## src/rtl/ecc_pkg.sv

```systemverilog
// Shared SECDED(13,8) definitions: codeword geometry, bit positions and receiver states.
package ecc_pkg;

  localparam int unsigned CW_W      = 13;
  localparam int unsigned DATA_W    = 8;
  localparam int unsigned SYN_W     = 4;
  localparam int unsigned BIT_CNT_W = 4;
  localparam int unsigned LAST_POS  = CW_W - 1;

  // Hamming positions carrying d0..d7 and the four check bits.
  localparam int unsigned DATA_POS [DATA_W] = '{3, 5, 6, 7, 9, 10, 11, 12};
  localparam int unsigned CHK_POS  [SYN_W]  = '{1, 2, 4, 8};

  typedef enum logic [1:0] {
    ST_IDLE,
    ST_SHIFT,
    ST_DECODE,
    ST_HOLD
  } rx_state_t;

  function automatic logic [DATA_W-1:0] extract_data(input logic [CW_W-1:0] cw);
    logic [DATA_W-1:0] d;
    for (int unsigned i = 0; i < DATA_W; i++) begin
      d[i] = cw[DATA_POS[i]];
    end
    return d;
  endfunction

endpackage

```

## src/rtl/ecc_secded_dec.sv

```systemverilog
// Combinational SECDED(13,8) decoder: syndrome, overall parity, correction and classification.
module ecc_secded_dec
  import ecc_pkg::*;
(
  input  logic [CW_W-1:0]   codeword,
  output logic [DATA_W-1:0] data,
  output logic              err_corrected,
  output logic              err_uncorrectable
);

  logic [SYN_W-1:0] syn;
  logic             parity_bad;
  logic [CW_W-1:0]  fixed;

  // Each syndrome bit covers the positions whose index has that check bit set.
  always_comb begin
    syn = '0;
    for (int unsigned k = 0; k < SYN_W; k++) begin
      for (int unsigned i = 1; i < CW_W; i++) begin
        if ((i & CHK_POS[k]) != 0) begin
          syn[k] = syn[k] ^ codeword[i];
        end
      end
    end
  end

  assign parity_bad = ^codeword;

  always_comb begin
    fixed             = codeword;
    err_corrected     = 1'b0;
    err_uncorrectable = 1'b0;
    if (parity_bad) begin
      if (syn == '0) begin
        err_corrected = 1'b1;
      end else if (syn <= SYN_W'(LAST_POS)) begin
        fixed         = codeword ^ (CW_W'(1) << syn);
        err_corrected = 1'b1;
      end else begin
        err_uncorrectable = 1'b1;
      end
    end else if (syn != '0) begin
      err_uncorrectable = 1'b1;
    end
  end

  assign data = extract_data(fixed);

endmodule

```

## src/rtl/ecc_secded_receiver.sv

```systemverilog
// Serial SECDED(13,8) receiver: shifts in a codeword, decodes it, holds the result for a consumer.
// Optional error counters are built when ECC_ERR_CNT_EN is defined.
module ecc_secded_receiver
  import ecc_pkg::*;
#(
  parameter int unsigned CNT_W = 8
) (
  input  logic              clk,
  input  logic              rst_n,
  input  logic              rx_bit,
  input  logic              rx_valid,
  input  logic              rx_sof,
  output logic              rx_ready,
  output logic [DATA_W-1:0] data_out,
  output logic              data_valid,
  input  logic              data_ready,
  output logic              err_corrected,
  output logic              err_uncorrectable,
  output logic              frame_abort
`ifdef ECC_ERR_CNT_EN
  ,
  input  logic              cnt_clr,
  output logic [CNT_W-1:0]  corr_cnt,
  output logic [CNT_W-1:0]  uncorr_cnt
`endif
);

  if (CNT_W < 1) begin : g_cnt_w_check
    $error("CNT_W must be at least 1");
  end

  rx_state_t            state, state_next;
  logic [CW_W-1:0]      cw_q, cw_d;
  logic [BIT_CNT_W-1:0] bit_cnt_q, bit_cnt_d;
  logic [DATA_W-1:0]    data_out_d;
  logic                 data_valid_d, err_corrected_d, err_uncorrectable_d;
  logic                 frame_abort_d, rx_ready_d;
  logic                 xfer, handshake;
  logic [DATA_W-1:0]    dec_data;
  logic                 dec_corr, dec_uncorr;

  assign xfer      = rx_valid && rx_ready;
  assign handshake = data_valid && data_ready;

  ecc_secded_dec u_dec (
    .codeword          (cw_q),
    .data              (dec_data),
    .err_corrected     (dec_corr),
    .err_uncorrectable (dec_uncorr)
  );

  always_ff @(posedge clk or negedge rst_n) begin
    if (!rst_n) state <= ST_IDLE;
    else        state <= state_next;
  end

  always_comb begin
    state_next = state;
    unique case (state)
      ST_IDLE:   if (xfer && rx_sof) state_next = ST_SHIFT;
      ST_SHIFT:  if (xfer && !rx_sof && bit_cnt_q == BIT_CNT_W'(LAST_POS)) state_next = ST_DECODE;
      ST_DECODE: state_next = ST_HOLD;
      ST_HOLD:   if (handshake) state_next = ST_IDLE;
      default:   state_next = ST_IDLE;
    endcase
  end

  // data_valid rises one cycle into HOLD, after data_out and flags were loaded in DECODE.
  always_comb begin
    cw_d                = cw_q;
    bit_cnt_d           = bit_cnt_q;
    data_out_d          = data_out;
    err_corrected_d     = err_corrected;
    err_uncorrectable_d = err_uncorrectable;
    data_valid_d        = data_valid;
    frame_abort_d       = 1'b0;
    rx_ready_d          = (state_next == ST_IDLE) || (state_next == ST_SHIFT);
    unique case (state)
      ST_IDLE: begin
        if (xfer && rx_sof) begin
          cw_d[0]   = rx_bit;
          bit_cnt_d = BIT_CNT_W'(1);
        end
      end
      ST_SHIFT: begin
        if (xfer) begin
          if (rx_sof) begin
            cw_d[0]       = rx_bit;
            bit_cnt_d     = BIT_CNT_W'(1);
            frame_abort_d = 1'b1;
          end else begin
            cw_d[bit_cnt_q] = rx_bit;
            bit_cnt_d       = bit_cnt_q + BIT_CNT_W'(1);
          end
        end
      end
      ST_DECODE: begin
        data_out_d          = dec_data;
        err_corrected_d     = dec_corr;
        err_uncorrectable_d = dec_uncorr;
        bit_cnt_d           = '0;
      end
      ST_HOLD: begin
        data_valid_d = !handshake;
      end
      default: ;
    endcase
  end

  always_ff @(posedge clk or negedge rst_n) begin
    if (!rst_n) begin
      cw_q              <= '0;
      bit_cnt_q         <= '0;
      data_out          <= '0;
      data_valid        <= 1'b0;
      err_corrected     <= 1'b0;
      err_uncorrectable <= 1'b0;
      frame_abort       <= 1'b0;
      rx_ready          <= 1'b1;
    end else begin
      cw_q              <= cw_d;
      bit_cnt_q         <= bit_cnt_d;
      data_out          <= data_out_d;
      data_valid        <= data_valid_d;
      err_corrected     <= err_corrected_d;
      err_uncorrectable <= err_uncorrectable_d;
      frame_abort       <= frame_abort_d;
      rx_ready          <= rx_ready_d;
    end
  end

`ifdef ECC_ERR_CNT_EN
  // Saturating per-class counters; clear has priority over increment.
  always_ff @(posedge clk or negedge rst_n) begin
    if (!rst_n) begin
      corr_cnt   <= '0;
      uncorr_cnt <= '0;
    end else if (cnt_clr) begin
      corr_cnt   <= '0;
      uncorr_cnt <= '0;
    end else if (state == ST_DECODE) begin
      if (dec_corr && (corr_cnt != '1))     corr_cnt   <= corr_cnt + CNT_W'(1);
      if (dec_uncorr && (uncorr_cnt != '1)) uncorr_cnt <= uncorr_cnt + CNT_W'(1);
    end
  end
`endif

endmodule
```

## config.mk

```make
export PLATFORM = sky130hd
export DESIGN_NAME = ecc_secded_receiver
export DESIGN_NICKNAME = d
export VERILOG_FILES = /design/src/rtl/ecc_pkg.sv /design/src/rtl/ecc_secded_dec.sv /design/src/rtl/ecc_secded_receiver.sv
export SDC_FILE = /design/constraint.sdc
export NUM_CORES = 1
export LEC_CHECK = 0
export BUFFER_PORTS_ARGS = -buffer_cell sky130_fd_sc_hd__buf_4
export CAP_MARGIN = 15
export CORE_MARGIN = 1.5
export CORE_UTILIZATION = 53
export DETAILED_ROUTE_END_ITERATION = 16
export PLACE_DENSITY = 0.72
export SLEW_MARGIN = 20
export SYNTH_ARGS = -nofsm -noshare
export SYNTH_HDL_FRONTEND = slang
export SYNTH_SLANG_ARGS = --single-unit
```

## constraint.sdc

```tcl
create_clock -name clk -period 2 [get_ports clk]
set_clock_uncertainty 0.2 [all_clocks]
set_input_delay 0.3 -clock clk [delete_from_list [all_inputs] [get_ports clk]]
set_output_delay 0.3 -clock clk [all_outputs]
set_load 0.005 [all_outputs]
```

==> out/results.txt <==
Fmax: 0.456 GHz
Fin nets: 266
Hold depth: 4
Synth area leaders: dfrtp_1 (39%), xnor2_1 (7.4%), mux2_2 (7.3%), ha_1 (5.0%), nand2_1 (4.3%)
Initial DRC Count: 230
DR WL/cell: 18.2 um
CTS tree: done
H-tree depth: 2
Final Hold Viols: 0
Register area share after synthesis: 0.400
Die W: 64.5 um
Net Sw Power: 1.97 mW
Slowest-stage cell, CP: dfrtp_2
Worst-Skew Late Latency: 290 ps
Failing checks: negative setup slack
Least-Margin Pin Slew: 424 ps
Worst path depth: 7
Layout Cells excl Fill: 301
Port bufs: 18
CP required: 1970 ps
Cell taking the most area after synthesis: dfrtp_1
Worst path max stage delay: 470 ps
Clock Power Share: 0.113
Gate power share: 0.669
Synth Register Bits: 32
Sw Share: 0.425
Largest net degree at the start of global routing: 33
Leakage: 1.25 nW
RSZ-0062 raised after global routing: true
Number of global-route vias before repair: 1654
WP buf/inv: 1
Critical path arrival: 2170 ps
Filler instances: 221
Vias/cell: 5.85
Worst R2R Path Depth: 7
Deepest clock path buffer count: 2
Distinct cells, synth: 36
Startpoint types: flop
Die height: 64.5 um
Slew headroom: 0.717
Initial Util: 0.552
Post-DP HPWL: 3.31 mm
Routed WL: 5.48 mm
Crit Path Category: reg -> reg
Worst r2r src: cw_q[3]
Max-cap violations: 0
P per Cell Area: 1690 mW/mm^2
Initial antenna violation count: 0
Die Area: 0.00416 mm^2
Boundary pin count: 19
Worst Path Max Fanout: 5
Seq pwr share: 0.217
Worst-path clk slew: 70 ps
Ys Warns: 0
CTS sink count: 32
# rows: 22
Gate count after technology mapping: 200
TritonCTS Buffers: 5
Post-synth top area share: 0.387
CP endpoint kind: flop
Worst VDD drop: 1010 uV
Congestion Overflow GR: 0
Diode count: 0
Crit path cell chain: xnor2_4, buf_6, xor2_4, nand4_1, a21oi_1, xnor2_1, a21oi_1
Core area: 0.00363 mm^2
Final Cycle Share: 1.10
GPL Wtd Cong: 0.879
DRC Markers: 0
CTS Root Cell: clkbuf_8
Setup violators final: 10
Hold_sp: data_ready
GRT Overall Usage: 0.243
CP most frequent cell: a21oi_1
Via Count: 1762
Outcome: complete, but fails checks
# placed instances: 283
First drt pass iteration count: 5
Final Max Tran Viols: 0
Final WS setup: -194 ps
Synthesized area: 0.00201 mm^2
Top delay family on crit path: XOR/XNOR gates
Syn_nets: 214
Area grow syn2layout: 37.2%
Final min period: 2190 ps
First-pass GRT wire length: 7.60 mm
Crit path from: cw_q[3]
Layout cells sized above 1: 0.435
Syn_area_per_cell: 10.0 um^2
Hold slack: 143 ps
Final antenna-violating net count: 0
Int Power: 2.67 mW
Type of the most critical hold path: in -> reg
## through the flow
stage / setup TNS (ps) / worst slack [ps] / util / area (um^2) / total power [mW]
finish: -768 / -194 / 0.758 / 2750 / 4.64
global route: -1620 / -269 / 0.758 / 2750 / 4.85
CTS: -7.62 / -7.62 / 0.711 / 2580 / 4.02
detailed placement: -580 / -137 / 0.652 / 2370 / 3.15
global placement: -188 / -97.2 / 0.652 / 2370 / 3.05
floorplan: 0 / 43.9 / - / 2020 / 2.42
## logic make-up (layout without fill, tap and decap cells)
kind of cell	count (synthesis)	after routing	synth area share
xor gates and xnor gates	29	29	0.177
AOI/OAI and AO/OA	35	35	0.104
DFF	32	32	0.400
adders and majority gates	9	9	0.0549
buffers and inverters	18	71	0.0343
muxes	14	14	0.0780
and+or+nand+nor	63	63	0.152
## cells in the final DEF (no fill, tap or decap), types with 2 or more instances in the layout
cell and count:
nor2_1 14, a22o_1 3, xor2_4 3, mux2_2 13
a31oi_1 2, a21oi_2 6, o21ai_1 2, buf_6 2
nand2_1 22, nand3_1 3, nor4_1 2, clkbuf_8 6
dfrtp_1 27, xnor2_1 12, buf_4 50, nand4_1 9
nor2b_1 2, xnor2_2 5, xnor2_4 5, and3_4 2
inv_1 9, xnor3_2 2, dfrtp_2 4, a21oi_1 11
ha_1 7, o21ai_0 6, clkbuf_1 2
## final cells by class
class,instances,area [um^2],area share
Inverter,10,37.5,0.0136
Timing Repair Buffer,53,408,0.148
Tap cell,48,60.1,0.0218
Multi-Input combinational cell,150,1350,0.490
Sequential cell,32,807,0.293
Clock buffer,8,90.1,0.0327
## cell usage after synthesis
library cell	n
mux2_2	13
nor4bb_1	1
dfstp_2	1
buf_2	1
xor2_2	3
nand4_2	1
a21oi_1	17
inv_1	10
nand4_1	9
a221o_1	1
ha_1	8
a311oi_1	1
nor2_1	16
o21ai_1	1
nor4_1	2
and2_1	1
o221ai_1	1
nor4b_1	1
and3_1	3
a22o_1	3
mux2i_1	1
a211oi_1	1
o41ai_1	1
xnor2_1	17
xnor3_1	3
maj3_1	1
xor2_1	1
clkbuf_1	7
nor2b_1	2
nand2b_1	1
a31oi_1	2
dfrtp_1	31
nand2_1	23
xnor2_2	5
nand3_1	3
o21ai_0	7
## tightest hold or removal path, delay by kind of cell
family	cells	cell delay, ps
AND/OR/NAND/NOR	2	130
buffers and inverters	1	80
AO/OA/AOI/OAI	1	80
## registers in the layout, indices dropped and copies added, names as in the netlist
name / count
bit_cnt_q: 4
data_valid: 1
rx_ready: 1
err_corrected: 1
data_out: 8
frame_abort: 1
err_uncorrectable: 1
cw_q: 13
state: 2
## power groups by stage
stage | Combinational, mW | Clock [mW] | Sequential (mW)
floorplan | 1.45 | 0 | 0.969
global placement | 2.09 | 0 | 0.959
detailed placement | 2.18 | 0 | 0.974
CTS | 2.51 | 0.527 | 0.982
global route | 3.28 | 0.549 | 1.03
finish | 3.11 | 0.526 | 1.01
## timing repair
| action | in CTS | in global routing |
|---|---|---|
| cloned | 0 | 0 |
| setup buffers | 3 | 7 |
| resized for setup | 13 | 27 |
| setup endpoints to repair | 13 | 22 |
| hold buffers | 1 | 0 |
| pin swaps | 5 | 11 |
| endpoints found under the hold margin | 31 | 0 |
## path summary, 6_finish.rpt
check | to | slack (ps)
worst max-delay path | data_out[1] | -190
worst min-delay path | data_valid | 140
worst max register to register | data_out[1] | -190
worst min register to register | err_uncorrectable | 330
max in group asynchronous | cw_q[6] | 970
min in group asynchronous | state[1] | 290
## layer usage
| layer | wire length, um | track usage | up-vias |
|---|---|---|---|
| li1 | - | - | 800 |
| met1 | 2120 | 0.306 | 862 |
| met4 | 170 | 0.101 | 0 |
| met3 | 339 | 0.0573 | 22 |
| met5 | 0 | 0 | - |
| met2 | 2850 | 0.404 | 78 |
(Power assumes the default switching activity.)
